[config.mk]
export PLATFORM = sky130hd
export DESIGN_NAME = rpm_rx_parser_flat
export DESIGN_NICKNAME = d
export VERILOG_FILES = /design/src/rtl/rpm_rx_parser_pkg.sv /design/src/rtl/rpm_rx_parser_if.sv /design/src/rtl/rpm_rx_parser_loc_decode.sv /design/src/rtl/rpm_rx_parser.sv /design/src/flat_wrapper.sv
export SDC_FILE = /design/constraint.sdc
export NUM_CORES = 1
export LEC_CHECK = 0
export BUFFER_PORTS_ARGS = -buffer_cell sky130_fd_sc_hd__buf_2
export CAP_MARGIN = 5
export CORE_ASPECT_RATIO = 1.1
export CORE_UTILIZATION = 45
export CTS_BUF_LIST = sky130_fd_sc_hd__clkbuf_4
export DETAILED_ROUTE_END_ITERATION = 8
export PLACE_DENSITY = 0.72
export SYNTH_ARGS = -nofsm -noshare
export SYNTH_HDL_FRONTEND = slang
export SYNTH_SLANG_ARGS = --single-unit
[constraint.sdc]
create_clock -name clk -period 7.29 [get_ports clk]
set_clock_uncertainty 0.1 [all_clocks]
set_input_delay 0.3645 -clock clk [delete_from_list [all_inputs] [get_ports clk]]
set_output_delay 0.3645 -clock clk [all_outputs]
set_load 0.1 [all_outputs]
[src/rtl/rpm_rx_parser_pkg.sv]
// Shared constants for the RPM frame link: ASCII bytes, node numbers,
// parser state and location-prefix encodings.
package rpm_rx_parser_pkg;

  localparam logic [7:0] CH_R    = 8'h52;
  localparam logic [7:0] CH_P    = 8'h50;
  localparam logic [7:0] CH_M    = 8'h4D;
  localparam logic [7:0] CH_DASH = 8'h2D;
  localparam logic [7:0] CH_HASH = 8'h23;
  localparam logic [7:0] CH_S    = 8'h53;
  localparam logic [7:0] CH_U    = 8'h55;
  localparam logic [7:0] CH_F    = 8'h46;
  localparam logic [7:0] CH_W    = 8'h57;
  localparam logic [7:0] CH_X    = 8'h58;
  localparam logic [7:0] CH_1    = 8'h31;
  localparam logic [7:0] CH_3    = 8'h33;

  // Node numbers shared with the transmitter side
  localparam logic [4:0] PSU1 = 5'd27;
  localparam logic [4:0] PSU2 = 5'd29;
  localparam logic [4:0] PSU3 = 5'd31;
  localparam logic [4:0] SU1  = 5'd5;
  localparam logic [4:0] SU2  = 5'd4;
  localparam logic [4:0] SU3  = 5'd3;
  localparam logic [4:0] FSU1 = 5'd25;
  localparam logic [4:0] FSU2 = 5'd22;
  localparam logic [4:0] FSU3 = 5'd20;
  localparam logic [4:0] WSU1 = 5'd17;
  localparam logic [4:0] WSU2 = 5'd15;
  localparam logic [4:0] WSU3 = 5'd13;

  localparam logic [1:0] ERR_CHAR    = 2'b01;
  localparam logic [1:0] ERR_TIMEOUT = 2'b10;

  typedef enum logic [3:0] {
    S_IDLE, S_H1, S_H2, S_H3, S_L0, S_L1, S_L2, S_L3,
    S_X1, S_X2, S_DASH, S_HASH
  } state_t;

  typedef enum logic [1:0] {
    PFX_NONE = 2'd0,
    PFX_P    = 2'd1,
    PFX_F    = 2'd2,
    PFX_W    = 2'd3
  } prefix_t;

  function automatic logic is_digit(input logic [7:0] c);
    return (c >= CH_1) && (c <= CH_3);
  endfunction

endpackage

[src/rtl/rpm_rx_parser_if.sv]
// Byte-in / result-out bundle between the UART RX, the parser and the
// pick/route controller.
interface rpm_rx_parser_if;
  logic [7:0] rx_msg;
  logic       rx_complete;
  logic       msg_valid;
  logic [4:0] node;
  logic       node_known;
  logic       err;
  logic [1:0] err_code;
  logic       busy;

  modport master (
    output rx_msg, rx_complete,
    input  msg_valid, node, node_known, err, err_code, busy
  );

  modport slave (
    input  rx_msg, rx_complete,
    output msg_valid, node, node_known, err, err_code, busy
  );
endinterface

[src/rtl/rpm_rx_parser_loc_decode.sv]
// Location decode: (prefix, digit 1..3) -> pick node number.
module rpm_loc_decode
  import rpm_rx_parser_pkg::*;
(
  input  prefix_t    prefix,
  input  logic [1:0] digit,
  output logic [4:0] node
);

  always_comb begin
    node = '0;
    case ({prefix, digit})
      {PFX_P,    2'd1}: node = PSU1;
      {PFX_P,    2'd2}: node = PSU2;
      {PFX_P,    2'd3}: node = PSU3;
      {PFX_NONE, 2'd1}: node = SU1;
      {PFX_NONE, 2'd2}: node = SU2;
      {PFX_NONE, 2'd3}: node = SU3;
      {PFX_F,    2'd1}: node = FSU1;
      {PFX_F,    2'd2}: node = FSU2;
      {PFX_F,    2'd3}: node = FSU3;
      {PFX_W,    2'd1}: node = WSU1;
      {PFX_W,    2'd2}: node = WSU2;
      {PFX_W,    2'd3}: node = WSU3;
      default:          node = '0;
    endcase
  end

endmodule

[src/rtl/rpm_rx_parser.sv]
// Parses "RPM-<loc>-#" frames from the UART RX byte stream into a node
// number pulse, with error pulses for bad bytes and inter-byte timeouts.
module rpm_rx_parser
  import rpm_rx_parser_pkg::*;
#(
  parameter int TIMEOUT_CYC = 2_500_000,
  parameter int TO_W        = 22
) (
  input logic           clk,
  input logic           rst_n,
  rpm_rx_parser_if.slave bus
);

  localparam logic [TO_W-1:0] TO_LAST = TO_W'(TIMEOUT_CYC - 1);

  state_t          state;
  prefix_t         prefix;
  logic [1:0]      digit;
  logic            known_pend;
  logic [TO_W-1:0] to_cnt;
  logic            msg_valid;
  logic [4:0]      node;
  logic            node_known;
  logic            err;
  logic [1:0]      err_code;
  logic [4:0]      dec_node;
  logic            accept;
  logic [7:0]      rx;

  assign rx = bus.rx_msg;

  rpm_loc_decode u_loc_decode (
    .prefix (prefix),
    .digit  (digit),
    .node   (dec_node)
  );

  // Is the byte on rx legal for the current state? IDLE takes anything and
  // simply ignores non-'R' bytes.
  always_comb begin
    accept = 1'b0;
    case (state)
      S_IDLE: accept = 1'b1;
      S_H1:   accept = (rx == CH_P);
      S_H2:   accept = (rx == CH_M);
      S_H3:   accept = (rx == CH_DASH);
      S_L0:   accept = (rx == CH_P) || (rx == CH_F) || (rx == CH_W) ||
                       (rx == CH_S) || (rx == CH_X);
      S_L1:   accept = (rx == CH_S);
      S_L2:   accept = (rx == CH_U);
      S_L3:   accept = is_digit(rx);
      S_X1:   accept = (rx == CH_X);
      S_X2:   accept = (rx == CH_X);
      S_DASH: accept = (rx == CH_DASH);
      S_HASH: accept = (rx == CH_HASH);
      default: accept = 1'b0;
    endcase
  end

  always_ff @(posedge clk or negedge rst_n) begin
    if (!rst_n) begin
      state      <= S_IDLE;
      prefix     <= PFX_NONE;
      digit      <= '0;
      known_pend <= 1'b0;
      to_cnt     <= '0;
      msg_valid  <= 1'b0;
      node       <= '0;
      node_known <= 1'b0;
      err        <= 1'b0;
      err_code   <= '0;
    end else begin
      msg_valid <= 1'b0;
      err       <= 1'b0;
      if (bus.rx_complete) begin
        // A byte always beats a coincident timeout expiry
        to_cnt <= '0;
        if (!accept) begin
          err      <= 1'b1;
          err_code <= ERR_CHAR;
          state    <= (rx == CH_R) ? S_H1 : S_IDLE;
        end else begin
          case (state)
            S_IDLE: if (rx == CH_R) state <= S_H1;
            S_H1:   state <= S_H2;
            S_H2:   state <= S_H3;
            S_H3:   state <= S_L0;
            S_L0: begin
              case (rx)
                CH_P: begin prefix <= PFX_P;    state <= S_L1; end
                CH_F: begin prefix <= PFX_F;    state <= S_L1; end
                CH_W: begin prefix <= PFX_W;    state <= S_L1; end
                CH_S: begin prefix <= PFX_NONE; state <= S_L2; end
                default: state <= S_X1;
              endcase
            end
            S_L1:   state <= S_L2;
            S_L2:   state <= S_L3;
            S_L3: begin
              digit      <= rx[1:0];
              known_pend <= 1'b1;
              state      <= S_DASH;
            end
            S_X1:   state <= S_X2;
            S_X2: begin
              known_pend <= 1'b0;
              state      <= S_DASH;
            end
            S_DASH: state <= S_HASH;
            S_HASH: begin
              msg_valid  <= 1'b1;
              node       <= known_pend ? dec_node : 5'd0;
              node_known <= known_pend;
              state      <= S_IDLE;
            end
            default: state <= S_IDLE;
          endcase
        end
      end else if (state == S_IDLE) begin
        to_cnt <= '0;
      end else if (to_cnt == TO_LAST) begin
        err      <= 1'b1;
        err_code <= ERR_TIMEOUT;
        state    <= S_IDLE;
        to_cnt   <= '0;
      end else begin
        to_cnt <= to_cnt + 1'b1;
      end
    end
  end

  assign bus.msg_valid  = msg_valid;
  assign bus.node       = node;
  assign bus.node_known = node_known;
  assign bus.err        = err;
  assign bus.err_code   = err_code;
  assign bus.busy       = (state != S_IDLE);

endmodule

[src/flat_wrapper.sv]
// flat-port wrapper written by rule: the top's interface ports become plain ports
module rpm_rx_parser_flat import rpm_rx_parser_pkg::*;
#(
  parameter int TIMEOUT_CYC = 2_500_000,
  parameter int TO_W        = 22
)
  (clk, rst_n, bus_rx_msg, bus_rx_complete, bus_msg_valid, bus_node, bus_node_known, bus_err, bus_err_code, bus_busy);
  rpm_rx_parser_if bus_i ();
  input logic clk;
  input logic rst_n;
  input wire logic [$bits(bus_i.rx_msg)-1:0] bus_rx_msg;
  input wire logic [$bits(bus_i.rx_complete)-1:0] bus_rx_complete;
  output wire logic [$bits(bus_i.msg_valid)-1:0] bus_msg_valid;
  output wire logic [$bits(bus_i.node)-1:0] bus_node;
  output wire logic [$bits(bus_i.node_known)-1:0] bus_node_known;
  output wire logic [$bits(bus_i.err)-1:0] bus_err;
  output wire logic [$bits(bus_i.err_code)-1:0] bus_err_code;
  output wire logic [$bits(bus_i.busy)-1:0] bus_busy;
  assign bus_i.rx_msg = bus_rx_msg;
  assign bus_i.rx_complete = bus_rx_complete;
  assign bus_msg_valid = bus_i.msg_valid;
  assign bus_node = bus_i.node;
  assign bus_node_known = bus_i.node_known;
  assign bus_err = bus_i.err;
  assign bus_err_code = bus_i.err_code;
  assign bus_busy = bus_i.busy;
  rpm_rx_parser #(.TIMEOUT_CYC(TIMEOUT_CYC), .TO_W(TO_W)) u_core (.clk(clk), .rst_n(rst_n), .bus(bus_i));
endmodule
==> results.yml <==
floorplanning:
  core-area_mm2: 0.00536
  die_x_um: 73.2
  die-area_mm2: 0.00588
  dieHeight_um: 80.3
  rows: 28
  start_util: 0.468
  pin_count: 22
worst_setup_path:
  reg2regPathDepth: 6
  rr_startpoint: "u_core.state[1]$_DFFE_PN0P_"
  end_kind: "register"
  rrSetupSlack_ns: 4.18
  required_ns: 7.44
  crit_slowest_cell: "dfrtp_1"
  cp_cell_sequence: "nand4b_1 -> or4_1 -> a2111oi_2 -> nor3_2 -> a211oi_4 -> mux2_4"
  timing.rr.end: "u_core.bus.node[2]$_DFFE_PN0P_"
  critPathMaxStageDelay_ns: 0.65
  crit_type: "reg2reg"
  crit_path_max_fanout: 16
  critPathTopFamily: "simple AND/OR/NAND/NOR gates"
  start_kind: "register"
  path_buf_inv: 0
  arrival_ns: 3.26
clock_network:
  clk_latency_ns: 0.35
  cts_buffers: 5
  cts_tree: "yes"
  clock-sinks: 41
  cts_root_buffer: "clkbuf_4"
  cts-hold-fix-buffers: 0
  cts_buffer_depth: 2
  clk_pin_slew_ns: 0.12
  post_cts.repair.setup_buffers: 0
  htreeDepth: 2
  cts_resized: 0
synth:
  synth_ff_type: "dfrtp_1"
  synthCells: 270
  ys_seq_area_frac: 0.409
  synthTopCellsByArea: "dfrtp_1 41%, nor2_1 4.6%, xor2_1 4.5%"
  yosysTopAreaCell: "dfrtp_1"
  avgSynthCellArea_um2: 9.30
  ys_types: 58
  syn_area_mm2: 0.00251
  synth_top_area_share: 0.409
  synth_edf_count: 0
  yosys-top-cells-count: "41 x dfrtp_1, 31 x nor2_1, 20 x nand2_1"
  yosysWarnings: 0
  synthArstFlopShare: 1.00
  yosys_register_bits: 41
  yosysMostFrequentCell: "dfrtp_1"
  syn_nets: 286
route:
  dr.pass1.iters: 4
  drc_errors: 0
  drtIter0Drc: 102
  drtAntennaViolNets: 0
  routed_wl_mm: 4.90
  route.detailed.wl_per_inst_um: 13.5
  viasPerCell: 5.57
  vias: 2015
sta:
  setup_violations: 0
  final.min_clock_period_ns: 3.11
  setup_ws_ns: 4.18
  hold_viol: 0
  clock.fmax_mhz: 322
  slew_viol_final: 0
  period_share: 0.426
  rsz0062_at_grt: "no"
  slew-limit-headroom: 0.335
  fin_setup_tns_ns: 0
  worst_pin_slew_ns: 0.983
layout:
  area_growth_pct: 9.22
  final_area_mm2: 0.00274
  drive_gt1_frac: 0.139
  final_nets: 302
  diodes: 0
power:
  p_leak_uw: 0.00117
  peakVddDrop_uv: 213
  cellPowerDensity_mw_per_mm2: 268
placement:
  port_buffers: 21
  pre_cts_slack_ns: 4.23
  place.gp.congestion: 0.857
  hpwl_mm: 3.49
  place_area_mm2: 0.00266
global_routing:
  grt_pass1_vias: 1853
  grt_usage: 0.181
  overflow: 0
  grt_max_degree: 42
  grt_pass1_wl_mm: 8.29
  antenna_found_initial: 0
run:
  max_cap_violations: 0
status:
  status: "finished clean"
hold_path:
  hold_class: "in2async"
==> how the worst max path moves through the flow <==
stage / start / end / cells past startpoint
2_1_floorplan: u_core.state[1]$_DFFE_PN0P_ / u_core.digit[0]$_DFFE_PN0P_ / 7
3_5_place_dp: u_core.state[1]$_DFFE_PN0P_ / u_core.bus.node[2]$_DFFE_PN0P_ / 6
6_report: u_core.state[1]$_DFFE_PN0P_ / u_core.bus.node[2]$_DFFE_PN0P_ / 6
4_1_cts: u_core.state[1]$_DFFE_PN0P_ / u_core.bus.node[2]$_DFFE_PN0P_ / 6
3_3_place_gp: u_core.state[1]$_DFFE_PN0P_ / u_core.bus.node_known$_DFFE_PN0P_ / 6
5_1_grt: u_core.state[1]$_DFFE_PN0P_ / u_core.bus.node_known$_DFFE_PN0P_ / 6
==> stage by stage <==
step	hold WS (ns)	instances	util	power [µW]
after floorplan	-0.0311	270	-	534
after global placement	0.379	354	0.497	588
after detailed placement	0.386	354	0.497	589
after CTS	0.0563	362	0.511	738
after global routing	0.0837	362	0.511	772
final	0.0139	362	0.511	735
==> cell type report <==
type | instances | area, µm²
repair buffers | 21 | 105
fillers | 527 | 2620
inverters | 13 | 48.8
flip-flops and latches | 41 | 1030
clock buffers | 6 | 45.0
multi-input cells | 204 | 1390
well taps | 75 | 93.8
clock inverters | 2 | 33.8
==> layout by cell type (no fill, tap or decap), types with 2 or more instances in the layout <==
master    count
a211o_1       2
mux2_4        4
nand3_1      12
nor3b_1       4
nor2_1       31
nand2_1      20
ha_1          5
a2111o_1      2
buf_2        21
and4_1        3
xor2_1       13
nand4_1       5
dfrtp_1      41
nor4b_1       4
a22o_1        2
inv_1        13
mux2i_1       4
or3b_1        2
or3_1         3
a21oi_1      13
clkbuf_4      6
and3_1        6
nor4_1        2
a211oi_1      2
nand3b_1      3
nand2b_1      3
o21ai_0      11
xnor2_1       9
or4_1         2
nor2b_1       7
a21o_1        2
mux2_2        2
==> report_power, final <==
group / switching, µW / internal, µW / leakage [µW]
Clock: 74.9 / 75.2 / 0.0000433
Sequential: 38.8 / 252 / 0.000548
Combinational: 225 / 69.7 / 0.000577
Total: 339 / 397 / 0.00117
==> sequential cells by signal, indices dropped and copies added (netlist names) <==
name,count
u_core.bus.err,1
u_core.bus.err_code,2
u_core.bus.msg_valid,1
u_core.bus.node,5
u_core.bus.node_known,1
u_core.digit,2
u_core.known_pend,1
u_core.prefix,2
u_core.state,4
u_core.to_cnt,22
==> cell families (layout without fill, tap and decap cells) <==
logic type,Yosys count,count (layout),synth area share
AND/OR/NAND/NOR,112,112,0.239
AO/OA/AOI/OAI,54,54,0.160
flip-flops,41,41,0.409
buffers and inverters,25,42,0.0379
XOR/XNOR,22,22,0.0768
multiplexers,11,11,0.0533
adder cells (fa/ha/maj),5,5,0.0249
==> per-layer routing <==
layer | vias up | part of all wire | GRT usage
li1 | 1001 | - | -
met1 | 962 | 0.47 | 0.237
met2 | 44 | 0.48 | 0.300
met3 | 8 | 0.036 | 0.0339
met4 | 0 | 0.012 | 0.0549
met5 | - | 0 | 0
Power figures use the tool's default switching activity.
